## config.mk

```make
export PLATFORM = sky130hd
export DESIGN_NAME = up_dp_param
export DESIGN_NICKNAME = d
export VERILOG_FILES = /design/src/rtl/up_dp_param.sv
export SDC_FILE = /design/constraint.sdc
export NUM_CORES = 1
export LEC_CHECK = 0
export CORE_MARGIN = 5
export CORE_UTILIZATION = 45
export DETAILED_ROUTE_END_ITERATION = 10
export GPL_ROUTABILITY_DRIVEN = 0
export SETUP_SLACK_MARGIN = 0.2
export SYNTH_ARGS = -nofsm -noshare
export SYNTH_HDL_FRONTEND = slang
export SYNTH_SLANG_ARGS = --single-unit
export TNS_END_PERCENT = 50
```

## constraint.sdc

```tcl
create_clock -name clk_i -period 5.2 [get_ports clk_i]
set_input_delay 0.78 -clock clk_i [delete_from_list [all_inputs] [get_ports clk_i]]
set_output_delay 0.78 -clock clk_i [all_outputs]
set_load 0.01 [all_outputs]
```

## src/rtl/up_dp_param.sv

```systemverilog
// Accumulator-machine datapath: IR, A, PC, program/data RAM, add/sub ALU with carry,
// hardware return stack, registered output port and RAM init port.
module up_dp_param #(
  parameter int unsigned DATA_W    = 8,
  parameter int unsigned ADDR_W    = 5,
  parameter int unsigned OPC_W     = 3,
  parameter int unsigned STK_DEPTH = 4
) (
  input  logic              clk_i,
  input  logic              rst_i,
  input  logic              init_i,
  input  logic [ADDR_W-1:0] init_addr_i,
  input  logic [DATA_W-1:0] init_data_i,
  input  logic [DATA_W-1:0] input_i,
  input  logic              ir_load_i,
  input  logic              pc_load_i,
  input  logic              a_load_i,
  input  logic              mem_wr_i,
  input  logic              jmp_mux_i,
  input  logic              mem_inst_i,
  input  logic              sub_i,
  input  logic [1:0]        a_sel_i,
  input  logic              push_i,
  input  logic              pop_i,
  input  logic              out_load_i,
  output logic              a_eq0_o,
  output logic              a_pos_o,
  output logic              c_flag_o,
  output logic [OPC_W-1:0]  ir_o,
  output logic [DATA_W-1:0] output_o,
  output logic              out_valid_o,
  output logic              stk_full_o,
  output logic              stk_empty_o,
  output logic              stk_err_o
);

  localparam int unsigned SpW   = $clog2(STK_DEPTH) + 1;
  localparam int unsigned Depth = 2 ** ADDR_W;

  if (DATA_W < OPC_W + ADDR_W) begin : g_bad_width
    $error("up_dp_param: DATA_W must be >= OPC_W + ADDR_W");
  end
  if (STK_DEPTH < 2 || (STK_DEPTH & (STK_DEPTH - 1)) != 0) begin : g_bad_depth
    $error("up_dp_param: STK_DEPTH must be a power of 2 and >= 2");
  end

  logic [DATA_W-1:0] mem [Depth];

  logic [DATA_W-1:0] ir_q, ir_d;
  logic [DATA_W-1:0] a_q, a_d;
  logic [ADDR_W-1:0] pc_q, pc_d;
  logic              c_q, c_d;
  logic [DATA_W-1:0] out_q, out_d;
  logic              out_valid_q, out_valid_d;
  logic              stk_err_q, stk_err_d;
  logic [SpW-1:0]    sp_q, sp_d;
  logic [ADDR_W-1:0] stk_q [STK_DEPTH];

  logic              stk_we;
  logic [ADDR_W-1:0] ir_addr, mem_addr, pc_inc, pc_seq, stk_top;
  logic [DATA_W-1:0] mem_rdata, alu_b;
  logic [DATA_W:0]   alu_sum;
  logic [SpW-2:0]    sp_idx, top_idx;
  logic              full, empty, en;

  assign ir_addr   = ir_q[ADDR_W-1:0];
  assign mem_addr  = mem_inst_i ? ir_addr : pc_q;
  assign mem_rdata = mem[mem_addr];
  assign pc_inc    = pc_q + 1'b1;
  assign pc_seq    = jmp_mux_i ? ir_addr : pc_inc;

  // Subtract as A + ~M + 1 so the carry out is the no-borrow flag.
  assign alu_b   = sub_i ? ~mem_rdata : mem_rdata;
  assign alu_sum = {1'b0, a_q} + {1'b0, alu_b} + {{DATA_W{1'b0}}, sub_i};

  assign full    = (sp_q == SpW'(STK_DEPTH));
  assign empty   = (sp_q == '0);
  assign sp_idx  = sp_q[SpW-2:0];
  assign top_idx = sp_idx - 1'b1;
  assign stk_top = stk_q[top_idx];
  assign en      = ~init_i;

  always_comb begin
    ir_d        = ir_q;
    a_d         = a_q;
    pc_d        = pc_q;
    c_d         = c_q;
    out_d       = out_q;
    out_valid_d = 1'b0;
    stk_err_d   = stk_err_q;
    sp_d        = sp_q;
    stk_we      = 1'b0;
    if (en) begin
      if (ir_load_i) ir_d = mem_rdata;
      if (a_load_i) begin
        unique case (a_sel_i)
          2'b00: begin
            a_d = alu_sum[DATA_W-1:0];
            c_d = alu_sum[DATA_W];
          end
          2'b01:   a_d = input_i;
          default: a_d = mem_rdata;
        endcase
      end
      if (out_load_i) begin
        out_d       = a_q;
        out_valid_d = 1'b1;
      end
      if (pc_load_i) pc_d = pc_seq;
      if (push_i && pop_i) begin
        stk_err_d = 1'b1;
      end else if (push_i) begin
        if (full) begin
          stk_err_d = 1'b1;
        end else begin
          stk_we = 1'b1;
          sp_d   = sp_q + 1'b1;
        end
      end else if (pop_i && pc_load_i) begin
        if (empty) begin
          pc_d      = '0;
          stk_err_d = 1'b1;
        end else begin
          pc_d = stk_top;
          sp_d = sp_q - 1'b1;
        end
      end
    end
  end

  always_ff @(posedge clk_i or posedge rst_i) begin
    if (rst_i) begin
      ir_q        <= '0;
      a_q         <= '0;
      pc_q        <= '0;
      c_q         <= 1'b0;
      out_q       <= '0;
      out_valid_q <= 1'b0;
      stk_err_q   <= 1'b0;
      sp_q        <= '0;
      for (int i = 0; i < int'(STK_DEPTH); i++) stk_q[i] <= '0;
    end else begin
      ir_q        <= ir_d;
      a_q         <= a_d;
      pc_q        <= pc_d;
      c_q         <= c_d;
      out_q       <= out_d;
      out_valid_q <= out_valid_d;
      stk_err_q   <= stk_err_d;
      sp_q        <= sp_d;
      if (stk_we) stk_q[sp_idx] <= pc_inc;
    end
  end

  // RAM has no reset; a write coinciding with reset is dropped.
  always_ff @(posedge clk_i) begin
    if (!rst_i) begin
      if (init_i) begin
        mem[init_addr_i] <= init_data_i;
      end else if (mem_wr_i) begin
        mem[mem_addr] <= a_q;
      end
    end
  end

  assign a_eq0_o     = (a_q == '0);
  assign a_pos_o     = ~a_q[DATA_W-1];
  assign c_flag_o    = c_q;
  assign ir_o        = ir_q[DATA_W-1 -: OPC_W];
  assign output_o    = out_q;
  assign out_valid_o = out_valid_q;
  assign stk_full_o  = full;
  assign stk_empty_o = empty;
  assign stk_err_o   = stk_err_q;

endmodule

```

# ---- After elaboration in Yosys (flattened, before gate mapping)
# Memory sizes are Yosys's and may differ from the RTL's.
# Cells that the tools add are included.
dict set report classes {
  add_sub_neg 6
  n_lt_le_gt_ge 3
  n_eq_ne 5
  n_mux 40
  bitwise_logic 6
  n_reduce_logical 16
}
# operator n
set op_table {}
lappend op_table {{$mux W5} 11}
lappend op_table {{$bwmux W20} 1}
lappend op_table {{$mux W1} 19}
lappend op_table {{$mux W8} 2}
lappend op_table {{$pmux W8 S2} 1}
lappend op_table {{$mux W3} 4}
lappend op_table {{$bmux W5 S2} 1}
lappend op_table {{$demux W5 S2} 1}
lappend op_table {{$add A8 B8 Y9} 1}
lappend op_table {{$add A9 B1 Y9} 1}
lappend op_table {{$logic_not A8 Y1} 1}
lappend op_table {{$not A8 Y8} 1}
lappend op_table {{$reduce_or A8 Y1} 1}
lappend op_table {{$ge A3 B3 Y1 const B} 2}
lappend op_table {{$not A2 Y3} 2}
lappend op_table {{$reduce_and A2 Y1} 3}
lappend op_table {{$reduce_bool A3 Y1} 2}
lappend op_table {{$add A5 B1 Y5 const B} 1}
lappend op_table {{$reduce_and A5 Y1} 1}
lappend op_table {{$ne A2 B2 Y1 const B} 2}
lappend op_table {{$reduce_and A4 Y1} 1}
lappend op_table {{$add A3 B1 Y3 const B} 1}
lappend op_table {{$eq A3 B3 Y1 const B} 1}
lappend op_table {{$logic_and A1 B1 Y1} 3}
lappend op_table {{other kinds (10)} 12}
dict set report totals {
  register_bits 55
  ram_bits 256
  input_bits 36
  output_inout_bits 18
  word_cells 89
  mem_count 1
}
# name depth word_bits read_ports rd_clocked_by_memory_dff write_ports line
set mem_list {}
lappend mem_list {mem 32 8 1 0 1 47} ;# logic [DATA_W-1:0] mem [Depth];

# ---- Logic depth before layout (Yosys ltp)
dict set report depth {
  ltp_word 9
  mapped_depth 19
  ltp_nobuf 16
}

# ---- Worst setup path after synthesis
# No wires, ideal clock.
dict set report synth_timing {
  kind {input port to flip-flop}
  from {input port mem_inst_i}
  to {register a_q[5]}
  setup_time_ns 0.122
  arrival_ns 4.395
  t_required_ns 5.078
  setup_slack_ns 0.684
  cell_stages 16
  path_buffers 4
  cell_sequence {buf_2 > mux2i_1 > buf_2 > clkbuf_1 > buf_2 > mux4_2 > nand2_1 > nand3_1 > a31oi_1 > xnor2_1 > ha_1 > nor2b_1 > o21ai_0 > nand2b_1 > or4b_1 > a32o_1}
}
dict set report synth_via {
  elab_chain_cells 7
}
# element line
set synth_rtl {}
lappend synth_rtl {{from (decl)} 20} ;# input logic mem_inst_i,
lappend synth_rtl {{$mux W5 (*)} 67} ;# assign mem_addr = mem_inst_i ? ir_addr : pc_q;
lappend synth_rtl {{$mem_v2 Z32 W8 (*)} -}
lappend synth_rtl {{$not A8 Y8} 73} ;# assign alu_b = sub_i ? ~mem_rdata : mem_rdata;
lappend synth_rtl {{$mux W8} 73}
lappend synth_rtl {{$add A8 B8 Y9} 74} ;# assign alu_sum = {1'b0, a_q} + {1'b0, alu_b} + {{DATA_W{1'b0}}, sub_i};
lappend synth_rtl {{$add A9 B1 Y9} 74}
lappend synth_rtl {{$pmux W8 S2 (*)} 96} ;# unique case (a_sel_i)
lappend synth_rtl {{to (signal assigned)} 134} ;# a_q <= '0;
lappend synth_rtl {{to (signal assigned)} 144} ;# a_q <= a_d;
lappend synth_rtl {{to (decl)} 50} ;# logic [DATA_W-1:0] a_q, a_d;
# Mark *: on every way between the ends. The rest lies on a longest branch, timed or not.
# A chain may end at the register's enable or synchronous reset.

# ---- Worst setup path in the final report
# Ends and elaborated chain as after synthesis.

==> metrics <==
worst slew pin tran=929 ps; most common cell after layout, fill and taps aside=edfxtp_1; Worst VDD drop=241 µV; Buf/Inv on CP=2; pwr/cell area=539 nW/µm²; Synth warnings=0; CTS max path bufs=3; Worst Reg-to-Reg Cells=14; relative slew slack=37.9%; Vias=7783; hold path start=stk_q[19]$_DFFE_PP0P_; Worst-Skew Late Latency=520 ps; Initial Utilization=around 45%; crit end category=flop; Fin. Hold Viols=0; Post-synth EDFFs=between 200 and 300; Root Driver=clkbuf_16; RSZ-0062 raised after global routing=false; CTS tree=yes; Worst Slack Setup Final=605 ps; ANT cells=0; pin count of the biggest net entering global routing=56; Post-DP HPWL=20.6 mm; slowest library cell on the worst path=clkdlybuf4s50_1; Die X=182 µm; Worst EP required=5590 ps; Hold EP=stk_q[19]$_DFFE_PP0P_; r2r setup slk=920 ps; Max Cap Viol=0; routed wire length=31.6 mm; Top delay family on crit path=simple AND/OR/NAND/NOR gates; Final Skew=23.9 ps; status=complete, no violations; clock slew at reported path FFs=70 ps; Synth Register Bits=311; Port Buffers=53; Setup TNS=0 ps; Crit Path Category=input port to flop; htree depth=2; post-synthesis sequential area ratio=about two thirds; Max Slew Vio Count=0; initial antenna violation count=0; core area=29500 µm²; RR Endpoint=a_q[5]$_DFFE_PP0P_; fillcell total=between 2000 and 2500; Finished Layout Cells=1365; CP Data Arrival Time=4990 ps; Mapped Area=~13000 µm²; fin crit period=4600 ps; CP max stage delay=610 ps; Fmax=0.218 GHz; Async SR Flop Fraction=about 18%; Inst Count DP=1305; Hold Crit Depth=2; TritonCTS Buffers=34; die area=about 33000 µm²; Storage cell area=just over 9000 µm²; startpoint types=input port; CTS resizes=0; P_leak=5.34 nW; Syn Nets=925; share of post-route cells with drive strength above 1=~18%; number of global-route vias before repair=7795; area of the multi-input gates=4100 µm²; worst slack at placement=103 ps; global-route wire length before repair=48.3 mm; die outline height=182 µm; DR vias/cell=5.70; remaining global-route overflow=0; CTS Sinks=311; part of the cycle the worst path needs=approximately 88%; final core occ=53.0%; most frequent cells in the layout=edfxtp_1 (256), nand2_1 (130), mux4_2 (66); DR DRC count=0; WL/cell=approximately 23 µm; count of different cell masters after synthesis=52; P&R area growth vs syn=16.8%; Initial DRC Count=roughly 630; row count=63; hold buffers post-CTS=0; Critical R2R Launch=pc_q[1]$_DFFE_PP0N_; Final ANT Viol Nets=0; main flop type after synthesis=edfxtp_1; Hold Path Class=flop to flop; post-CTS setup buffer count=0; Critical Path Fanout Max=8; # IOs=54; syn avg cell area=15.3 µm²; drt first pass iters=5; final net count=1003; Global Route Usage Sum=19.1%; Post-Synthesis Cells=873; final setup fails=0; CP Cell Sequence=clkdlybuf4s50_1 -> mux2_4 -> buf_4 -> mux4_2 -> nand2_1 -> and3_1 -> a311oi_1 -> a31oi_1 -> xnor2_1 -> ha_1 -> nor2b_1 -> o21ai_0 -> nand2b_1 -> or4b_1 -> a32o_1
state kept, by name, indices dropped and copies added, names as in the netlist:
name	cells
mem	256
out_valid_o	1
stk_err_o	1
sp_q	3
a_q	8
pc_q	5
c_flag_o	1
ir_q	8
stk_q	20
output_o	8
report_power, final:
part | internal (mW) | switching [mW]
clock | 1.42 | 0.980
combinational | 1.33 | 1.52
sequential | 2.95 | 0.220
how the worst max path moves through the flow:
stage / end / cells after the start / start
after floorplan: a_q[5]$_DFFE_PP0P_ / 16 / mem_inst_i
after global placement: a_q[5]$_DFFE_PP0P_ / 15 / mem_inst_i
after detailed placement: a_q[5]$_DFFE_PP0P_ / 15 / mem_inst_i
after CTS: a_q[5]$_DFFE_PP0P_ / 15 / mem_inst_i
after global routing: a_q[5]$_DFFE_PP0P_ / 16 / mem_inst_i
final: a_q[5]$_DFFE_PP0P_ / 15 / mem_inst_i
cell type report:
class                   count  share of cell area [%]
repair buffers             82                    5.27
clock inverters            15                    1.13
inverters                  10                   0.240
well taps                 390                    3.12
clock buffers              45                    5.97
flip-flops and latches    311                    58.0
multi-input cells         512                    26.2
metrics by stage:
| step | power [mW] | area (µm²) | hold WS (ps) |
|---|---|---|---|
| after floorplan | 5.05 | 13400 | 445 |
| after global placement | 6.07 | 14500 | 457 |
| after detailed placement | 6.09 | 14500 | 469 |
| after CTS | 8.48 | 15600 | 484 |
| after global routing | 8.85 | 15600 | 502 |
| final | 8.42 | 15600 | 480 |
synthesized netlist by cell type, types with 3 or more instances:
cell | number | area share (%)
edfxtp_1 | 256 | 57
nand2_1 | 130 | 3.6
mux4_2 | 66 | 11
nor2_1 | 63 | 1.8
dfrtp_1 | 55 | 10
o21ai_0 | 46 | 1.7
mux2_2 | 25 | 2.1
clkbuf_1 | 20 | 0.56
nand3_1 | 20 | 0.75
o21ai_1 | 16 | 0.60
ha_1 | 14 | 1.3
xnor2_1 | 14 | 0.92
a21oi_1 | 13 | 0.49
buf_2 | 10 | 0.37
a31oi_1 | 9 | 0.42
inv_1 | 9 | 0.25
nand2b_1 | 9 | 0.42
and3_1 | 8 | 0.37
a22oi_1 | 7 | 0.39
o22ai_1 | 7 | 0.33
a311oi_1 | 6 | 0.39
o211ai_1 | 6 | 0.34
buf_4 | 5 | 0.28
mux2i_1 | 5 | 0.37
nor2b_1 | 5 | 0.23
a211oi_1 | 4 | 0.22
a21o_1 | 4 | 0.22
nor3b_1 | 4 | 0.22
a32oi_1 | 3 | 0.20
buf_1 | 3 | 0.084
cells by family (layout without fill, tap and decap cells):
kind of cell,Yosys count,in the layout,synth area share [%]
AOI/OAI and AO/OA,130,130,5.90
xor gates and xnor gates,16,16,1.05
adders and majority gates,16,16,1.61
buffers and inverters,50,152,1.75
DFF,311,311,67.8
muxes,98,98,13.8
and+or+nand+nor,252,252,8.07
worst register-to-register path, stage by stage, from the launching register on:
cell and delay (ps):
dfrtp_1 550, mux2_4 370, buf_4 220, mux4_2 520, nand2_1 90, and3_1 160
a311oi_1 60, a31oi_1 480, xnor2_1 260, ha_1 330, nor2b_1 140, o21ai_0 150
nand2b_1 110, or4b_1 480, a32o_1 230
routing by layer:
metal / GRT usage [%] / vias to the layer above / wire [µm]
li1: - / 3519 / -
met1: 27.1 / 3963 / 13600
met2: 30.6 / 242 / 15200
met3: 3.61 / 59 / 1880
met4: 5.58 / 0 / 888
met5: 0 / - / 0
Power figures use the tool's default switching activity.
==> edit 1 (same flow settings) <==
Take the reset off `ir_q`, `a_q` and `pc_q` and load them in a clocked block of their own.
--- a/src/rtl/up_dp_param.sv
+++ b/src/rtl/up_dp_param.sv
@@ -130,9 +130,6 @@
 
   always_ff @(posedge clk_i or posedge rst_i) begin
     if (rst_i) begin
-      ir_q        <= '0;
-      a_q         <= '0;
-      pc_q        <= '0;
       c_q         <= 1'b0;
       out_q       <= '0;
       out_valid_q <= 1'b0;
@@ -140,9 +137,6 @@
       sp_q        <= '0;
       for (int i = 0; i < int'(STK_DEPTH); i++) stk_q[i] <= '0;
     end else begin
-      ir_q        <= ir_d;
-      a_q         <= a_d;
-      pc_q        <= pc_d;
       c_q         <= c_d;
       out_q       <= out_d;
       out_valid_q <= out_valid_d;
@@ -150,6 +144,12 @@
       sp_q        <= sp_d;
       if (stk_we) stk_q[sp_idx] <= pc_inc;
     end
+  end
+
+  always_ff @(posedge clk_i) begin
+    ir_q <= ir_d;
+    a_q  <= a_d;
+    pc_q <= pc_d;
   end
 
   // RAM has no reset; a write coinciding with reset is dropped.
Formal check against the unedited RTL: not equivalent (a bounded check fails within 4 cycles, from zero or initial values and one cycle with rst_i high).
==> edit 1 against the unedited design <==
- sequential share of layout area decreased by 0.57 points
- setup slack got worse by 0.042 ns
- count of clock-buffer cells in the layout increased by 3
- highest routed layer unchanged
- critical path depth increased by 4
- design area increased by 2.2%
- clock skew decreased by 0.0040 ns
- routed wire length decreased by 3.5%
- area after synthesis increased by 0.67%
- sequential cell count unchanged
Power is not compared: it rests on default switching activity, and its combinational part moved more than twofold at a synthesized area within 25%.
==> edit 1: results (changes against the unedited design) <==
stage,metric,value,unit,change
routing,vias,7503,,-3.6%
grt,grt_pass1_vias,7645,,-1.9%
timing,slew_headroom,0.427,,+0.0481
min_path,whs_path_depth,1,,-1
routing,wl_met2,14.2,mm,-6.4%
routing,wl,30.5,mm,-3.5%
synthesis,synth_edf_count,277,,+8.2%
placed_design,dp.cells,1285,,-1.5%
grt,grt.met2_usage,0.289,,-0.0172
min_path,min-delay-start,stk_err_o$_DFFE_PP0P_,,
placed_design,hpwl,20.5,mm,-0.81%
worst_setup_path,r2r-start,pc_q[0]$_DFFE_PN_,,
synthesis,synth_mux_area_frac,0.149,,+0.0107
placed_design,dpl_cell_area,14800,µm²,+2.1%
grt,grt_use_total,0.185,,-0.00599
worst_setup_path,crit_path_end,a_q[7]$_DFFE_PP_,,
synthesis,synth-xor-area-share,0.0104,,-0.0000701
worst_setup_path,arrival,4.91,ns,-0.08 ns
run_status,status,finished clean,,
synthesis,synth_area_leaders,"edfxtp_1 (62%), mux4_2 (11%), dfrtp_1 (6.3%)",,
grt,grt_pass1_wl,47.3,mm,-2.0%
placed_design,pre_cts_ws,0.0410,ns,-0.0616 ns
synthesis,synth-seq-area-share,0.681,,+0.00327
routing,post_drt_wl_per_cell,22.6,µm,-2.4%
finish,nNetsFinal,984,,-1.9%
## edit 1: worst max-delay path: stages
cell             delay (ns)
clkdlybuf4s50_1        0.59
mux2i_4                0.41
buf_12                 0.23
buf_12                 0.17
mux4_2                 0.33
mux2i_1                0.22
mux2i_1                0.13
mux2i_1                0.16
buf_4                  0.16
xnor2_1                0.08
ha_1                   0.33
nand2_1                0.07
nor2_1                 0.14
nand2_1                0.07
a2111oi_1              0.30
buf_4                  0.18
a211oi_2               0.05
mux2i_1                0.13
a221o_1                0.33
## edit 1: area by class of cell
class / instances / area, µm²
fill: 2442 / 13600
clock inverter: 16 / 176
multi-input combinational: 446 / 4010
tap: 390 / 488
sequential: 311 / 9170
clock buffer: 48 / 956
inverter: 22 / 82.6
timing repair buffer: 116 / 1070
## edit 1: where the power goes
part | internal, mW | switching [mW]
Clock | 1.41 | 1.00
Combinational | 0.691 | 0.722
Sequential | 2.90 | 0.111
Total | 5.00 | 1.84
==> edit 2 (config.mk and constraints unchanged) <==
Without the edit above. Set the parameter `ADDR_W` to 4 (it was 5).
--- a/src/rtl/up_dp_param.sv
+++ b/src/rtl/up_dp_param.sv
@@ -2,7 +2,7 @@
 // hardware return stack, registered output port and RAM init port.
 module up_dp_param #(
   parameter int unsigned DATA_W    = 8,
-  parameter int unsigned ADDR_W    = 5,
+  parameter int unsigned ADDR_W    = 4,
   parameter int unsigned OPC_W     = 3,
   parameter int unsigned STK_DEPTH = 4
 ) (
Ports: changed (resized init_addr_i); port bits go from 54 to 53. The function was not compared with the original's and may differ.
==> edit 2 against the unedited design <==
- design area down 39%
- area after synthesis decreased by 40%
- non-clock buffer count unchanged
- setup slack improved by 0.054 ns
- routed wire length decreased by 43%
- core utilization rose by 0.72 points
- sequential cell count fell by 134
- final cell count shrank 33%
- total power fell by 39%
- critical endpoint is now a_q[6]$_DFFE_PP0P_
- highest routed layer unchanged
==> edit 2: results (changes against the unedited design) <==
stage,metric,value,unit,change
finish,seq_cell_count,177,,-43%
min_path,whs_path_depth,1,,-1
power,ir_worst_vdd,307,µV,+27%
grt,grt_max_degree,50,,-11%
clocking,numCtsBuffers,17,,-50%
synthesis,async_flop_share,0.277,,+0.100
clocking,clk_path_buf_depth,2,,-1
clocking,clock_sinks,177,,-43%
worst_setup_path,crit_fanout,15,,+7
clocking,cts_max_level,4,,+2
routing,drt-initial-drc-count,264,,-58%
worst_setup_path,r2r_slack,1.21,ns,+0.29 ns
finish,multi_input_gates,388,,-24%
finish,area_delta_synth_final,18.3,%,
grt,grtUsageMet1,0.243,,-0.0283
placed_design,dp.cells,888,,-32%
grt,grt_pass1_vias,5073,,-35%
grt,use_met3,0.0399,,+0.00386
synthesis,synth-xor-area-share,0.0163,,+0.00580
min_path,min-delay-start,stk_err_o$_DFFE_PP0P_,,
finish,seq_share,0.531,,-0.0493
timing,fin_skew,0.00844,ns,-0.0155 ns
placed_design,dpl_cell_area,8990,µm²,-38%
timing,setup_ws,0.659,ns,+0.0540 ns
power,p_leak,3.55,nW,-34%
placed_design,hpwl,12.6,mm,-39%
finish,clkCellAreaFrac,0.0583,,-0.0127
synthesis,synth_edf_count,128,,-50%
synthesis,synthAdderAreaFrac,0.0267,,+0.0106
run_status,status,finished clean,,
placed_design,pre_cts_ws,0.190,ns,+0.0877 ns
worst_setup_path,arrival,4.82,ns,-0.17 ns
finish,clkbuf_count,18,,-60%
finish,inverters,12,,+2
finish,largest_registers,"mem: 128 flops, stk_q: 16 flops",,
finish,drive_gt1_frac,0.152,,-0.0286
routing,post_drt_wl_per_cell,19.6,µm,-15%
synthesis,syn-num-nets,654,,-29%
timing,tightest_slew,0.989,ns,+0.0607 ns
finish,nNetsFinal,729,,-27%
min_path,min_to,stk_err_o$_DFFE_PP0P_,,
synthesis,synth_compound_area_frac,0.0891,,+0.0301
routing,routed_via_density,5.55,,-2.6%
finish,fill_cells,1492,,-38%
routing,wl_met3,983,µm,-48%
grt,grt_use_total,0.182,,-0.00937
timing,whs,0.476,ns,-0.00423 ns
finish,buf_share,0.0781,,+0.0254
worst_setup_path,cp_top_family,multiplexers,,
routing,wl_met1,7.83,mm,-42%
synthesis,synth_mux_area_frac,0.129,,-0.00933
synthesis,avgSynthCellArea,13.4,µm²,-13%
worst_setup_path,r2r-start,pc_q[0]$_DFFE_PP0N_,,
synthesis,synth-seq-area-share,0.628,,-0.0496
finish,multi_input_area,2840,µm²,-31%
finish,fin_cells,920,,-33%
clocking,worstSkewPairLatency,0.42,ns,-0.10 ns
edit 2: changes by cell type after synthesis, sizes merged, moves of 17 or more:
cell / unedited run / this run
nor2: 63 / 30
mux4: 66 / 14
edfxtp: 256 / 128
nand2: 130 / 94
nand3: 20 / 3
mux2i: 6 / 46
edit 2: power by group through the flow:
| stage | registers [mW] | logic [mW] | clock network, mW |
|---|---|---|---|
| 2_1_floorplan | 1.88 | 1.40 | 0 |
| 3_3_place_gp | 1.92 | 1.98 | 0 |
| 3_5_place_dp | 1.93 | 2.02 | 0 |
| 4_1_cts | 1.90 | 2.03 | 1.24 |
| 5_1_grt | 1.93 | 2.23 | 1.29 |
| 6_report | 1.90 | 2.02 | 1.22 |
edit 2: cell families after synthesis:
| kind of cell | after synthesis |
|---|---|
| AOI/OAI and AO/OA | 111 |
| xor gates and xnor gates | 15 |
| adders and majority gates | 16 |
| buffers and inverters | 38 |
| DFF | 177 |
| muxes | 83 |
| and+or+nand+nor | 163 |
